$ cat src/rtl/pmu_ahb_initiator.sv
// Single-outstanding AHB initiator that turns local valid/ready register requests
// into AHB single word transfers and returns a one-cycle response strobe.
module pmu_ahb_initiator #(
  parameter int ADDR_WIDTH     = 32,
  parameter int DATA_WIDTH     = 32,
  parameter int TIMEOUT_CYCLES = 255
) (
  input  logic                  clk_i,
  input  logic                  rst_i,
  input  logic                  req_valid_i,
  output logic                  req_ready_o,
  input  logic                  req_write_i,
  input  logic [ADDR_WIDTH-1:0] req_addr_i,
  input  logic [DATA_WIDTH-1:0] req_wdata_i,
  output logic                  rsp_valid_o,
  output logic [DATA_WIDTH-1:0] rsp_rdata_o,
  output logic                  rsp_err_o,
  output logic                  rsp_timeout_o,
  output logic                  hsel_o,
  output logic [ADDR_WIDTH-1:0] haddr_o,
  output logic                  hwrite_o,
  output logic [1:0]            htrans_o,
  output logic [2:0]            hsize_o,
  output logic [2:0]            hburst_o,
  output logic [DATA_WIDTH-1:0] hwdata_o,
  input  logic                  hready_i,
  input  logic [1:0]            hresp_i,
  input  logic [DATA_WIDTH-1:0] hrdata_i
);

  localparam logic [1:0] ST_IDLE = 2'd0;
  localparam logic [1:0] ST_ADDR = 2'd1;
  localparam logic [1:0] ST_DATA = 2'd2;
  localparam logic [1:0] ST_RESP = 2'd3;

  localparam logic [1:0] HTRANS_IDLE   = 2'b00;
  localparam logic [1:0] HTRANS_NONSEQ = 2'b10;

  // Timeout fires on the TIMEOUT_CYCLES-th consecutive data-phase wait state.
  localparam logic [7:0] TIMEOUT_LAST = 8'(TIMEOUT_CYCLES - 1);

  logic [1:0]            state;
  logic                  wr_q;
  logic [DATA_WIDTH-1:0] wdata_q;
  logic [DATA_WIDTH-1:0] rdata_q;
  logic                  err_q;
  logic                  timeout_q;
  logic [7:0]            wait_cnt;

  always_ff @(posedge clk_i or posedge rst_i) begin
    if (rst_i) begin
      state     <= ST_IDLE;
      wr_q      <= 1'b0;
      wdata_q   <= '0;
      rdata_q   <= '0;
      err_q     <= 1'b0;
      timeout_q <= 1'b0;
      wait_cnt  <= '0;
      haddr_o   <= '0;
      hwrite_o  <= 1'b0;
      hwdata_o  <= '0;
    end else begin
      case (state)
        ST_IDLE: begin
          if (req_valid_i) begin
            wr_q      <= req_write_i;
            wdata_q   <= req_wdata_i;
            rdata_q   <= '0;
            timeout_q <= 1'b0;
            // Misaligned requests are answered locally without touching the bus.
            if (req_addr_i[1:0] != 2'b00) begin
              err_q <= 1'b1;
              state <= ST_RESP;
            end else begin
              err_q    <= 1'b0;
              haddr_o  <= req_addr_i;
              hwrite_o <= req_write_i;
              state    <= ST_ADDR;
            end
          end
        end
        ST_ADDR: begin
          if (hready_i) begin
            wait_cnt <= '0;
            if (wr_q) hwdata_o <= wdata_q;
            state <= ST_DATA;
          end
        end
        ST_DATA: begin
          if (hready_i) begin
            err_q   <= (hresp_i != 2'b00);
            rdata_q <= (!wr_q && hresp_i == 2'b00) ? hrdata_i : '0;
            state   <= ST_RESP;
          end else if (wait_cnt == TIMEOUT_LAST) begin
            err_q     <= 1'b1;
            timeout_q <= 1'b1;
            state     <= ST_RESP;
          end else begin
            wait_cnt <= wait_cnt + 8'd1;
          end
        end
        default: state <= ST_IDLE;
      endcase
    end
  end

  // Bus and response outputs decode only from registered state.
  assign req_ready_o   = (state == ST_IDLE);
  assign rsp_valid_o   = (state == ST_RESP);
  assign rsp_err_o     = rsp_valid_o & err_q;
  assign rsp_timeout_o = rsp_valid_o & timeout_q;
  assign rsp_rdata_o   = rsp_valid_o ? rdata_q : '0;
  assign hsel_o        = (state == ST_ADDR);
  assign htrans_o      = (state == ST_ADDR) ? HTRANS_NONSEQ : HTRANS_IDLE;
  assign hsize_o       = 3'b010;
  assign hburst_o      = 3'b000;

endmodule

$ cat config.mk
export PLATFORM = sky130hd
export DESIGN_NAME = pmu_ahb_initiator
export DESIGN_NICKNAME = d
export VERILOG_FILES = /design/src/rtl/pmu_ahb_initiator.sv
export SDC_FILE = /design/constraint.sdc
export NUM_CORES = 1
export LEC_CHECK = 0
export ABC_AREA = 0
export BUFFER_PORTS_ARGS = -buffer_cell sky130_fd_sc_hd__buf_4
export CAP_MARGIN = 30
export CORE_ASPECT_RATIO = 0.9
export CORE_MARGIN = 2
export CORE_UTILIZATION = 30
export DETAILED_ROUTE_END_ITERATION = 6
export GPL_TIMING_DRIVEN = 0
export PLACE_DENSITY = 0.5
export SETUP_SLACK_MARGIN = 0.2
export SKIP_LAST_GASP = 1
export SLEW_MARGIN = 20
export SYNTH_ARGS = -nofsm -noshare
export SYNTH_HDL_FRONTEND = slang
export SYNTH_SLANG_ARGS = --single-unit
$ cat constraint.sdc
create_clock -name clk_i -period 13.4 [get_ports clk_i]
set_clock_uncertainty 0.2 [all_clocks]
set_input_delay 2.01 -clock clk_i [delete_from_list [all_inputs] [get_ports clk_i]]
set_output_delay 2.01 -clock clk_i [all_outputs]
set_load 0.05 [all_outputs]
Yosys cells after proc, flatten, opt, wreduce, memory -nomap -nowiden
Cells that the tools add are included.
- bits of input ports: 103
- memories kept: 0
- output and inout port bits: 110
- latch bits: 0
- logic and storage cells: 65
- bits in writable memories: 0
- memory bits (read-only): 0
- register bits after elaboration: 142
- magnitude comparators: 0
- reduce and logical (&&, ||, !) cells: 16
- bitwise logic cells: 3
- $mul: 0
- equal/unequal tests: 11
- $add $sub $neg: 1
- shift-type cells: 0
- multiplexer cells: 24
- div/mod/pow operators: 0
- operators with widths (operator ; count):
    $mux W32 ; 4
    $pmux W32 S2 ; 1
    $mux W8 ; 3
    $pmux W8 S2 ; 1
    $reduce_and A3 Y1 ; 5
    $mux W2 ; 6
    $ne A2 B2 Y1 const B ; 5
    $add A8 B1 Y8 const B ; 1
    $eq A8 B8 Y1 const B ; 1
    $reduce_and A4 Y1 ; 2
    $reduce_bool A2 Y1 ; 4
    $mux W1 ; 6
    $pmux W2 S3 ; 1
    $eq A2 B2 Y1 const B ; 2
    $logic_not A2 Y1 ; 2
    $pmux W1 S2 ; 2
    $ne A3 B3 Y1 const B ; 1
    $and A1 B1 Y1 ; 2
    $eq A2 B1 Y1 const B ; 1
    $ne A2 B1 Y1 const B ; 1
    $reduce_and A2 Y1 ; 1
    $logic_and A1 B1 Y1 ; 1
    $logic_not A1 Y1 ; 1
    $not A1 Y1 ; 1

Longest topological paths before layout
Gate-level depths: netlist of run 1.
- depth after elaboration: 5
- depth in mapped cells: 9
- mapped depth without buffers: 6

Worst setup path after synthesis of run 1
No wires, ideal clock.
- path type: register to output
- start point: register state[0]
- end point: output rsp_err_o
- data required time: 11.190 ns
- arrival: 1.639 ns
- cell stages (with the launch flop): 4
- buffers on the path: 1
- setup slack: 9.551 ns
- cell sequence: dfrtp_1 > ha_1 > clkbuf_1 > and2_1
- cells in the longest elaborated chain, start to end: 2
- ends and longest elaborated chain (element ; RTL line ; source):
    from (decl) ; 42 ; logic [1:0] state;
    from (signal assigned) ; 52 ; state <= ST_IDLE;
    from (signal assigned) ; 73 ; state <= ST_RESP;
    from (signal assigned) ; 78 ; state <= ST_ADDR;
    $eq A2 B2 Y1 ; 109 ; assign rsp_valid_o = (state == ST_RESP);
    named net rsp_valid_o ; 15 ; output logic rsp_valid_o,
    $and A1 B1 Y1 ; 110 ; assign rsp_err_o = rsp_valid_o & err_q;
    to (decl) ; 17 ; output logic rsp_err_o,
The timed path passes the listed nets, and every way through them passes these cells.

Worst setup path after layout of run 1
- start point: register state[0]
- end point: output rsp_rdata_o[28]
- cells in the longest elaborated chain, start to end: 2
- ends and longest elaborated chain (element ; RTL line ; source):
    $eq A2 B2 Y1 ; 109 ;
    $mux W32 ; 112 ; assign rsp_rdata_o = rsp_valid_o ? rdata_q : '0;
    to (decl) ; 16 ; output logic [DATA_WIDTH-1:0] rsp_rdata_o,
Every way passes these cells.

==> impl_metrics.json, run 1 <==
{
  "synth-main-ff-cell": "dfrtp_1",
  "number_of_antenna_violations_at_the_first_check_in_global_routing": 0,
  "synth.cells.most_frequent": "dfrtp_1 (142), mux2_2 (89), nand2_1 (67), nand3_1 (40), and2_1 (34)",
  "floorplan_row_count": 49,
  "synth_cells": 486,
  "timing.critical_path.buf_inv": 2,
  "hold_path_end": "rdata_q[9]",
  "vias_per_cell": 4.50,
  "yosys_warnings": 0,
  "clock_tree_root": "clkbuf_16",
  "synth_top_cell_by_area": "dfrtp_1",
  "class_of_the_worst_hold_path": "reg2reg",
  "critical_path_cell_by_cell": "ha_1, clkbuf_1, and2_1, buf_4",
  "crit-reg2reg-launch": "state[0]",
  "ctsLongestPathBuffers": 2,
  "cts.sinks": 142,
  "die_h_um": 138,
  "worstSetupEndpointType": "output port",
  "p_leak_nw": 4.22,
  "initial_utilization_pct": 30.3,
  "maxSlewViolCount": 0,
  "finalCritPeriodShare_pct": 31.6,
  "holdWs_ps": 258,
  "gr-total-overflow": 0,
  "cts.repair.resized": 0,
  "edff_count_synth": 0,
  "drtPass1Iterations": 4,
  "finalSetupViolCount": 0,
  "worst_skew_pair.late_latency_ps": 410,
  "power_frac_clock_pct": 22.2,
  "cts.reportedPaths.clkPinSlew_ps": 60,
  "final_antenna_net_count": 0,
  "cp-start-kind": "flip-flop",
  "die_width_um": 153,
  "stdcell_area_um2": 8490,
  "cts_htree_levels": 4,
  "cts-buffers-inserted": 17,
  "global_route_wire_length_before_repair_mm": 24.7,
  "initialDrtViolationCount": 101,
  "sequential_power_share_pct": 32.6,
  "postPlaceCellArea_um2": 7910,
  "io_pins": 213,
  "cellInternalPower_mw": 1.21,
  "worst_pin_slew_ps": 642,
  "period_needed_ps": 4230,
  "detailed_place_hpwl_mm": 11.1,
  "crit_fanout": 10,
  "max_freq_mhz": 236,
  "finalPower_mw": 2.09,
  "synth-seq-cells": 142,
  "outcome": "completed",
  "biggest_cell_delay_along_the_critical_path_ps": 410,
  "final_hold_violation_count": 0,
  "reg2regPathDepth": 6,
  "antennaDiodeCount": 0,
  "tritoncts": "done",
  "family_with_the_most_delay_on_the_worst_path": "buffers and inverters",
  "slew-limit-headroom_pct": 57.1,
  "floorplan.core_area_um2": 19800,
  "min_delay_path_depth": 2,
  "wl_per_cell_um": 15.1,
  "p_sw_share_pct": 42.0,
  "number_of_global_route_vias_before_repair": 4721,
  "routed_wl_mm": 14.8,
  "finalCoreUtilization_pct": 42.9,
  "share_comb_of_total_power_pct": 45.2,
  "portion_of_synthesized_cell_area_occupied_by_the_leading_cell_type_pct": 59.2,
  "post_cts_hold_buffer_count": 0,
  "post_synth_main_area_contributors": "dfrtp_1 (59%), mux2_2 (17%), nand2_1 (4.2%)",
  "area_growth_syn_to_layout_pct": 41.4,
  "switchingPower_mw": 0.877,
  "routed-via-count": 4423,
  "num-nets-final": 824,
  "max_cap_viol_count": 0,
  "crit_type": "reg2out",
  "power_per_cell_area_nw_per_um2": 246,
  "synth_cell_types": 35,
  "postCtsSetupBuffers": 0,
  "synth_area_per_cell_um2": 12.4,
  "cp.arrival_ps": 2020,
  "synth-seq-area-share_pct": 59.2,
  "synthMostInstantiatedCell": "dfrtp_1",
  "worst_path_max_delay_cell": "clkbuf_1",
  "fin_tns_setup_ps": 0,
  "critical_path_data_required_time_ps": 11190,
  "r2r_end": "haddr_o[4]",
  "route.detailed.drc": 0,
  "share_of_synthesized_flip_flops_with_an_asynchronous_set_or_reset_pct": 100,
  "rsz0062_at_grt": "false",
  "grt_use_total_pct": 14.6,
  "grt_max_degree": 74,
  "die_area_um2": 21200,
  "min_from": "rdata_q[9]",
  "timing.reg2reg.setup_slack_ps": 11080,
  "netlist_area_um2": 6000,
  "gp_congestion": 0.805,
  "fraction_of_final_layout_cells_sized_beyond_drive_strength_1_pct": 49.5,
  "place.port_buffers": 204,
  "irDropWorstVdd_v": 0.000150
}
## worst reg2reg max path, delay by kind of cell, from the launching register on
| kind | cells | cell delay [ps] |
|---|---|---|
| adders and majority gates | 1 | 280 |
| buffers and inverters | 2 | 350 |
| DFF | 1 | 400 |
| muxes | 1 | 350 |
| and+or+nand+nor | 2 | 630 |
## sequential cells by signal (all words and copies together), names as in the netlist
register and count:
rdata_q 32, err_q 1, hwdata_o 32, wr_q 1, haddr_o 32, wdata_q 32, state 2, hwrite_o 1
timeout_q 1, wait_cnt 8
## layout make-up
type,count,area [µm²]
Sequential cell,142,3550
Clock inverter,12,138
Inverter,5,26.3
Clock buffer,19,443
Buffer,34,206
Tap cell,255,319
Fill cell,1884,11300
Timing Repair Buffer,205,1560
Multi-Input combinational cell,310,2240
## worst max path at each step
| stage | startpoint | slack (ps) | cells past startpoint | end |
|---|---|---|---|---|
| finish | state[0] | 9170 | 4 | rsp_rdata_o[28] |
| floorplan | rst_i | 7380 | 1 | err_q |
| global placement | rst_i | 5750 | 2 | rdata_q[4] |
| CTS | state[0] | 9090 | 4 | rsp_rdata_o[28] |
| detailed placement | state[0] | 9550 | 4 | rsp_rdata_o[28] |
| global route | state[0] | 8980 | 4 | rsp_rdata_o[28] |
## kinds of logic after synthesis
logic type,Yosys count,share of synthesized area (%)
mux,103,19.2
other cells,2,0.125
xor+xnor,1,0.146
buf+inv,39,3.75
simple gates,173,14.4
fa+ha+maj,6,1.25
compound gates,20,1.94
flops,142,59.2
## layout by cell type, fill, tap and decap left out, types with 3 or more instances in the layout
| master | netlist | routed |
|---|---|---|
| ha_1 | 6 | 6 |
| nor2b_1 | 4 | 4 |
| and2_1 | 34 | 34 |
| a21oi_1 | 10 | 10 |
| conb_1 | 2 | 7 |
| mux2i_1 | 6 | 6 |
| buf_2 | 18 | 18 |
| nand3_1 | 40 | 40 |
| nand2_1 | 67 | 67 |
| inv_1 | 5 | 4 |
| buf_4 | 9 | 213 |
| o21ai_0 | 4 | 4 |
| clkbuf_16 | 0 | 17 |
| clkinv_4 | 0 | 3 |
| inv_6 | 0 | 3 |
| nor2_1 | 10 | 10 |
| mux2_1 | 8 | 8 |
| dfrtp_1 | 142 | 142 |
| nor3_1 | 5 | 5 |
| buf_6 | 3 | 3 |
| mux2_2 | 89 | 89 |
| nand4_1 | 3 | 3 |
| clkbuf_1 | 4 | 5 |
## power by group through the flow
stage / Combinational [mW] / Sequential [mW] / Clock [mW]
floorplan: 0.338 / 1.00 / 0
global placement: 0.940 / 0.680 / 0
detailed placement: 0.954 / 0.688 / 0
CTS: 0.955 / 0.683 / 0.477
global route: 0.997 / 0.704 / 0.500
finish: 0.943 / 0.681 / 0.463
## routing by layer
layer	vias up	wire, µm	GRT usage, %
li1	2103	-	-
met4	0	208	4.63
met1	2153	6350	18.3
met2	154	6950	23.0
met3	13	1330	5.89
met5	-	0	0
## through the flow
stage	setup slack, ps	cells
5_1_grt	8980	982
4_1_cts	9090	982
3_3_place_gp	5750	950
6_report	9170	982
2_1_floorplan	7380	491
3_5_place_dp	9550	951
(Power assumes the default switching activity.)
==> inputs of run 2 (changes only) <==
Settings changed: PLACE_DENSITY 0.5 to 0.52.
Clock period 13.4 ns to 3.6 ns, I/O delays scaled along.
==> impl_metrics.json, run 2 (synthesis gave the netlist of run 1 again) <==
{
  "floorplan_row_count": 49,
  "routed_wl_mm": 15.0,
  "grt_use_total_pct": 14.9,
  "finalPower_mw": 7.64,
  "max_freq_mhz": 354,
  "sequential_power_share_pct": 33.1,
  "cp.arrival_ps": 2090,
  "power_per_cell_area_nw_per_um2": 896,
  "route.detailed.drc": 0,
  "die_width_um": 153,
  "worst_pin_slew_ps": 731,
  "critical_path_data_required_time_ps": 2860,
  "finalSetupViolCount": 0,
  "routed-via-count": 4448,
  "wl_per_cell_um": 15.2,
  "crit-reg2reg-launch": "state[0]",
  "fin_tns_setup_ps": 0,
  "global_route_wire_length_before_repair_mm": 25.4,
  "clock_tree_root": "clkbuf_16",
  "cts_htree_levels": 4,
  "cts.sinks": 142,
  "cellInternalPower_mw": 4.38,
  "initialDrtViolationCount": 163,
  "num-nets-final": 829,
  "io_pins": 213,
  "cts-buffers-inserted": 17,
  "place.port_buffers": 204,
  "initial_utilization_pct": 30.3,
  "number_of_global_route_vias_before_repair": 4898,
  "number_of_antenna_violations_at_the_first_check_in_global_routing": 0,
  "critical_path_end": "rsp_rdata_o[28]",
  "outcome": "completed",
  "die_h_um": 138,
  "p_sw_share_pct": 42.6,
  "crit_path_start": "state[0]",
  "postLayoutSetupSlackWorst_ps": 772,
  "r2r_end": "rdata_q[12]",
  "p_leak_nw": 4.23,
  "max_cap_viol_count": 0,
  "share_comb_of_total_power_pct": 46.0,
  "tritoncts": "done",
  "layout_common_cells": "buf_4 (213), dfrtp_1 (142), mux2_2 (89)",
  "vias_per_cell": 4.51,
  "final_hold_violation_count": 0,
  "final_antenna_net_count": 0,
  "detailed_place_hpwl_mm": 11.4,
  "gr-total-overflow": 0,
  "slew-limit-headroom_pct": 51.1,
  "crit_fanout": 10,
  "worstSetupEndpointType": "output port",
  "power_frac_clock_pct": 20.9,
  "timing.reg2reg.setup_slack_ps": 1240,
  "cts.repair.resized": 0,
  "irDropWorstVdd_v": 0.000610,
  "crit_type": "reg2out",
  "maxSlewViolCount": 0,
  "ctsLongestPathBuffers": 2,
  "die_area_um2": 21200,
  "drtPass1Iterations": 4,
  "fraction_of_final_layout_cells_sized_beyond_drive_strength_1_pct": 49.9,
  "floorplan.core_area_um2": 19800,
  "finalCritPeriodShare_pct": 78.6,
  "class_of_the_worst_hold_path": "in2reg",
  "fill_cells": 1899,
  "antennaDiodeCount": 0,
  "gp_congestion": 0.780,
  "area_growth_syn_to_layout_pct": 42.2,
  "mostFrequentLayoutCell": "buf_4",
  "cp-start-kind": "flip-flop",
  "period_needed_ps": 2830,
  "reg2regPathDepth": 7,
  "min_delay_path_depth": 2,
  "worst_skew_pair.late_latency_ps": 410,
  "grt_max_degree": 34,
  "rsz0062_at_grt": "false",
  "switchingPower_mw": 3.26,
  "cts.reportedPaths.clkPinSlew_ps": 60,
  "pre_cts_ws_ps": 1120
}
[run 2: changes by cell type in the layout (fill, tap and decap cells not counted), sizes merged]
cell,change
dlygate4sd3,+1
inv,-1
buf,+4
clkinv,-1
bufinv,-2
clkinvlp,+4
[run 2: final cells by class]
| type | instances | area [µm²] | area share [%] |
|---|---|---|---|
| plain buffers | 34 | 206 | 2.42 |
| repair buffers | 210 | 1650 | 19.3 |
| inverters | 5 | 22.5 | 0.264 |
| multi-input cells | 310 | 2240 | 26.3 |
| flip-flops and latches | 142 | 3550 | 41.6 |
| clock inverters | 12 | 87.6 | 1.03 |
| well taps | 255 | 319 | 3.74 |
| clock buffers | 19 | 453 | 5.31 |
[run 2: worst min path at each step]
stage | to | start | slack [ps]
floorplan | rdata_q[30] | rdata_q[30] | 230
global placement | rdata_q[30] | rdata_q[30] | 240
detailed placement | rdata_q[14] | rdata_q[14] | 250
CTS | haddr_o[19] | req_addr_i[19] | 120
global route | haddr_o[17] | req_addr_i[17] | 130
finish | haddr_o[11] | req_addr_i[11] | 140
[run 2: repair_timing]
action	in CTS	in global routing
buffers inserted	0	0
endpoints found under the hold margin	10	0
hold buffers	1	0
[run 2: metrics by stage]
| stage | utilization (%) | instance area [µm²] | instances | hold WS (ps) |
|---|---|---|---|---|
| after detailed placement | 40.3 | 7980 | 955 | 248 |
| final | 43.1 | 8530 | 987 | 141 |
| after CTS | 43.1 | 8530 | 987 | 120 |
| after global placement | 39.8 | 7880 | 950 | 240 |
| after floorplan | - | 6030 | 491 | 230 |
| after global routing | 43.1 | 8530 | 987 | 129 |
[run 2: worst max-delay path, cell delays in order (launching register included)]
cell and delay, ps:
dfrtp_1 380, ha_1 450, clkbuf_1 430, and2_1 210, buf_4 200
[run 2: per-layer routing]
layer | global-route usage, % | vias up | part of all wire [%]
li1 | - | 2106 | -
met5 | 0 | - | 0
met4 | 4.73 | 0 | 1.4
met2 | 24.1 | 163 | 47
met1 | 18.2 | 2157 | 43
met3 | 6.18 | 22 | 8.8
[run 2: power by group through the flow]
stage                     clock network [mW]  logic [mW]  registers [mW]
after detailed placement                   0        3.56            2.56
final                                   1.60        3.52            2.53
after global routing                    1.73        3.74            2.63
after floorplan                            0        1.26            3.73
after CTS                               1.66        3.57            2.54
after global placement                     0        3.50            2.53
==> inputs of run 3 (changes only) <==
Clock period 3.6 ns to 2.4 ns, I/O delays scaled along.
==> impl_metrics.json, run 3 (synthesis gave the netlist of run 1 again) <==
{
  "worstSetupEndpointType": "output port",
  "io_pins": 213,
  "antennaDiodeCount": 0,
  "finalSetupViolCount": 0,
  "p_leak_nw": 4.72,
  "finalPower_mw": 12.2,
  "initialDrtViolationCount": 160,
  "slew-limit-headroom_pct": 56.9,
  "floorplan.core_area_um2": 19800,
  "finalCoreUtilization_pct": 49.0,
  "cp-start-kind": "flip-flop",
  "final_hold_violation_count": 0,
  "timing.critical_path.buf_inv": 2,
  "period_needed_ps": 2140,
  "clock_tree_root": "clkbuf_16",
  "cts-buffers-inserted": 17,
  "critical_path_cell_by_cell": "ha_4, buf_6, and2_1, buf_6",
  "fraction_of_final_layout_cells_sized_beyond_drive_strength_1_pct": 45.8,
  "critical_path_data_required_time_ps": 1840,
  "mostFrequentLayoutCell": "buf_4",
  "power_per_cell_area_nw_per_um2": 1250,
  "finalCritPeriodShare_pct": 89.3,
  "worst_path_max_delay_cell": "dfrtp_1",
  "floorplan_row_count": 49,
  "grt_max_degree": 35,
  "outcome": "completed",
  "sequential_cell_area_um2": 3550,
  "class_of_the_worst_hold_path": "in2reg",
  "die_width_um": 153,
  "wl_per_cell_um": 15.1,
  "worst_pin_slew_ps": 645,
  "crit_fanout": 10,
  "multiInputGateArea_um2": 2300,
  "area_growth_syn_to_layout_pct": 61.6,
  "routed-via-count": 4864,
  "gp_congestion": 0.784,
  "die_area_um2": 21200,
  "vias_per_cell": 4.47,
  "grt_use_total_pct": 15.6,
  "route.detailed.drc": 0,
  "initial_utilization_pct": 30.3,
  "tritoncts": "done",
  "die_h_um": 138,
  "cts_htree_levels": 4,
  "worst_path_most_repeated_cell": "buf_6",
  "fill_cells": 1761,
  "detailed_place_hpwl_mm": 11.6,
  "number_of_global_route_vias_before_repair": 5150,
  "layout_common_cells": "buf_4 (211), dfrtp_1 (141), dlygate4sd3_1 (95)",
  "cts.sinks": 142,
  "maxSlewViolCount": 0,
  "place.port_buffers": 204,
  "max_freq_mhz": 467,
  "max_cap_viol_count": 0,
  "rsz0062_at_grt": "true",
  "crit_type": "reg2out",
  "irDropWorstVdd_v": 0.000785,
  "number_of_antenna_violations_at_the_first_check_in_global_routing": 0,
  "family_with_the_most_delay_on_the_worst_path": "flip-flops",
  "global_route_wire_length_before_repair_mm": 26.5,
  "cts.reportedPaths.clkPinSlew_ps": 70,
  "dp.cells": 954,
  "biggest_cell_delay_along_the_critical_path_ps": 410,
  "drtPass1Iterations": 6,
  "cp.arrival_ps": 1580,
  "worst_skew_pair.late_latency_ps": 420,
  "final_antenna_net_count": 0,
  "final_cells": 1089,
  "gr-total-overflow": 0,
  "ctsLongestPathBuffers": 2,
  "routed_wl_mm": 16.4,
  "num-nets-final": 930
}
==> run 3: timing repair <==
| action | CTS | global route |
|---|---|---|
| endpoints found under the setup margin | 94 | 86 |
| setup buffers | 7 | 1 |
| resized for setup | 15 | 22 |
| pin swaps | 2 | 1 |
| hold buffers | 95 | 0 |
| endpoints found under the hold margin | 121 | 0 |
==> run 3: power breakdown <==
| group | internal [mW] | switching [mW] | total [mW] |
|---|---|---|---|
| clock | 1.57 | 1.13 | 2.70 |
| combinational | 2.13 | 3.50 | 5.63 |
| sequential | 3.33 | 0.495 | 3.82 |
==> run 3: metrics by stage <==
step | setup TNS (ps) | instance area, µm² | worst slack, ps | hold WS (ps)
after global placement | -117230 | 7880 | -840 | 242
after detailed placement | 0 | 7960 | 139 | 248
final | 0 | 9700 | 258 | 14.7
after CTS | 0 | 9630 | 185 | 7.94
after global routing | 0 | 9700 | 169 | 35.8
after floorplan | 0 | 6030 | 62.9 | 230
==> run 3: area by class of cell <==
class	instances	area share, %
Buffer	34	2.50
Clock buffer	18	4.42
Clock inverter	14	1.77
Inverter	5	0.232
Multi-Input combinational cell	310	23.7
Sequential cell	142	36.6
Tap cell	255	3.29
Timing Repair Buffer	311	27.4
==> run 3: final timing paths <==
path	from	end	slack [ps]	cells past startpoint
max	state[1]	rsp_rdata_o[27]	260	4
min	hrdata_i[23]	rdata_q[23]	10	3
max reg2reg	state[1]	haddr_o[9]	290	7
min reg2reg	rdata_q[24]	rdata_q[24]	260	2
max in group asynchronous	rst_i	wdata_q[26]	770	5
min in group asynchronous	rst_i	rdata_q[19]	410	3
==> run 3: layer usage <==
| layer | global-route usage [%] | vias to the layer above | share of wire, % |
|---|---|---|---|
| li1 | - | 2304 | - |
| met1 | 18.6 | 2379 | 42 |
| met2 | 26.3 | 164 | 49 |
| met3 | 5.52 | 17 | 7.4 |
| met4 | 5.41 | 0 | 1.6 |
| met5 | 0 | - | 0 |
==> run 3: tightest hold or removal path, cell delays in order <==
cell and delay (ps):
buf_4 80, nand3_1 80, nand2_1 80
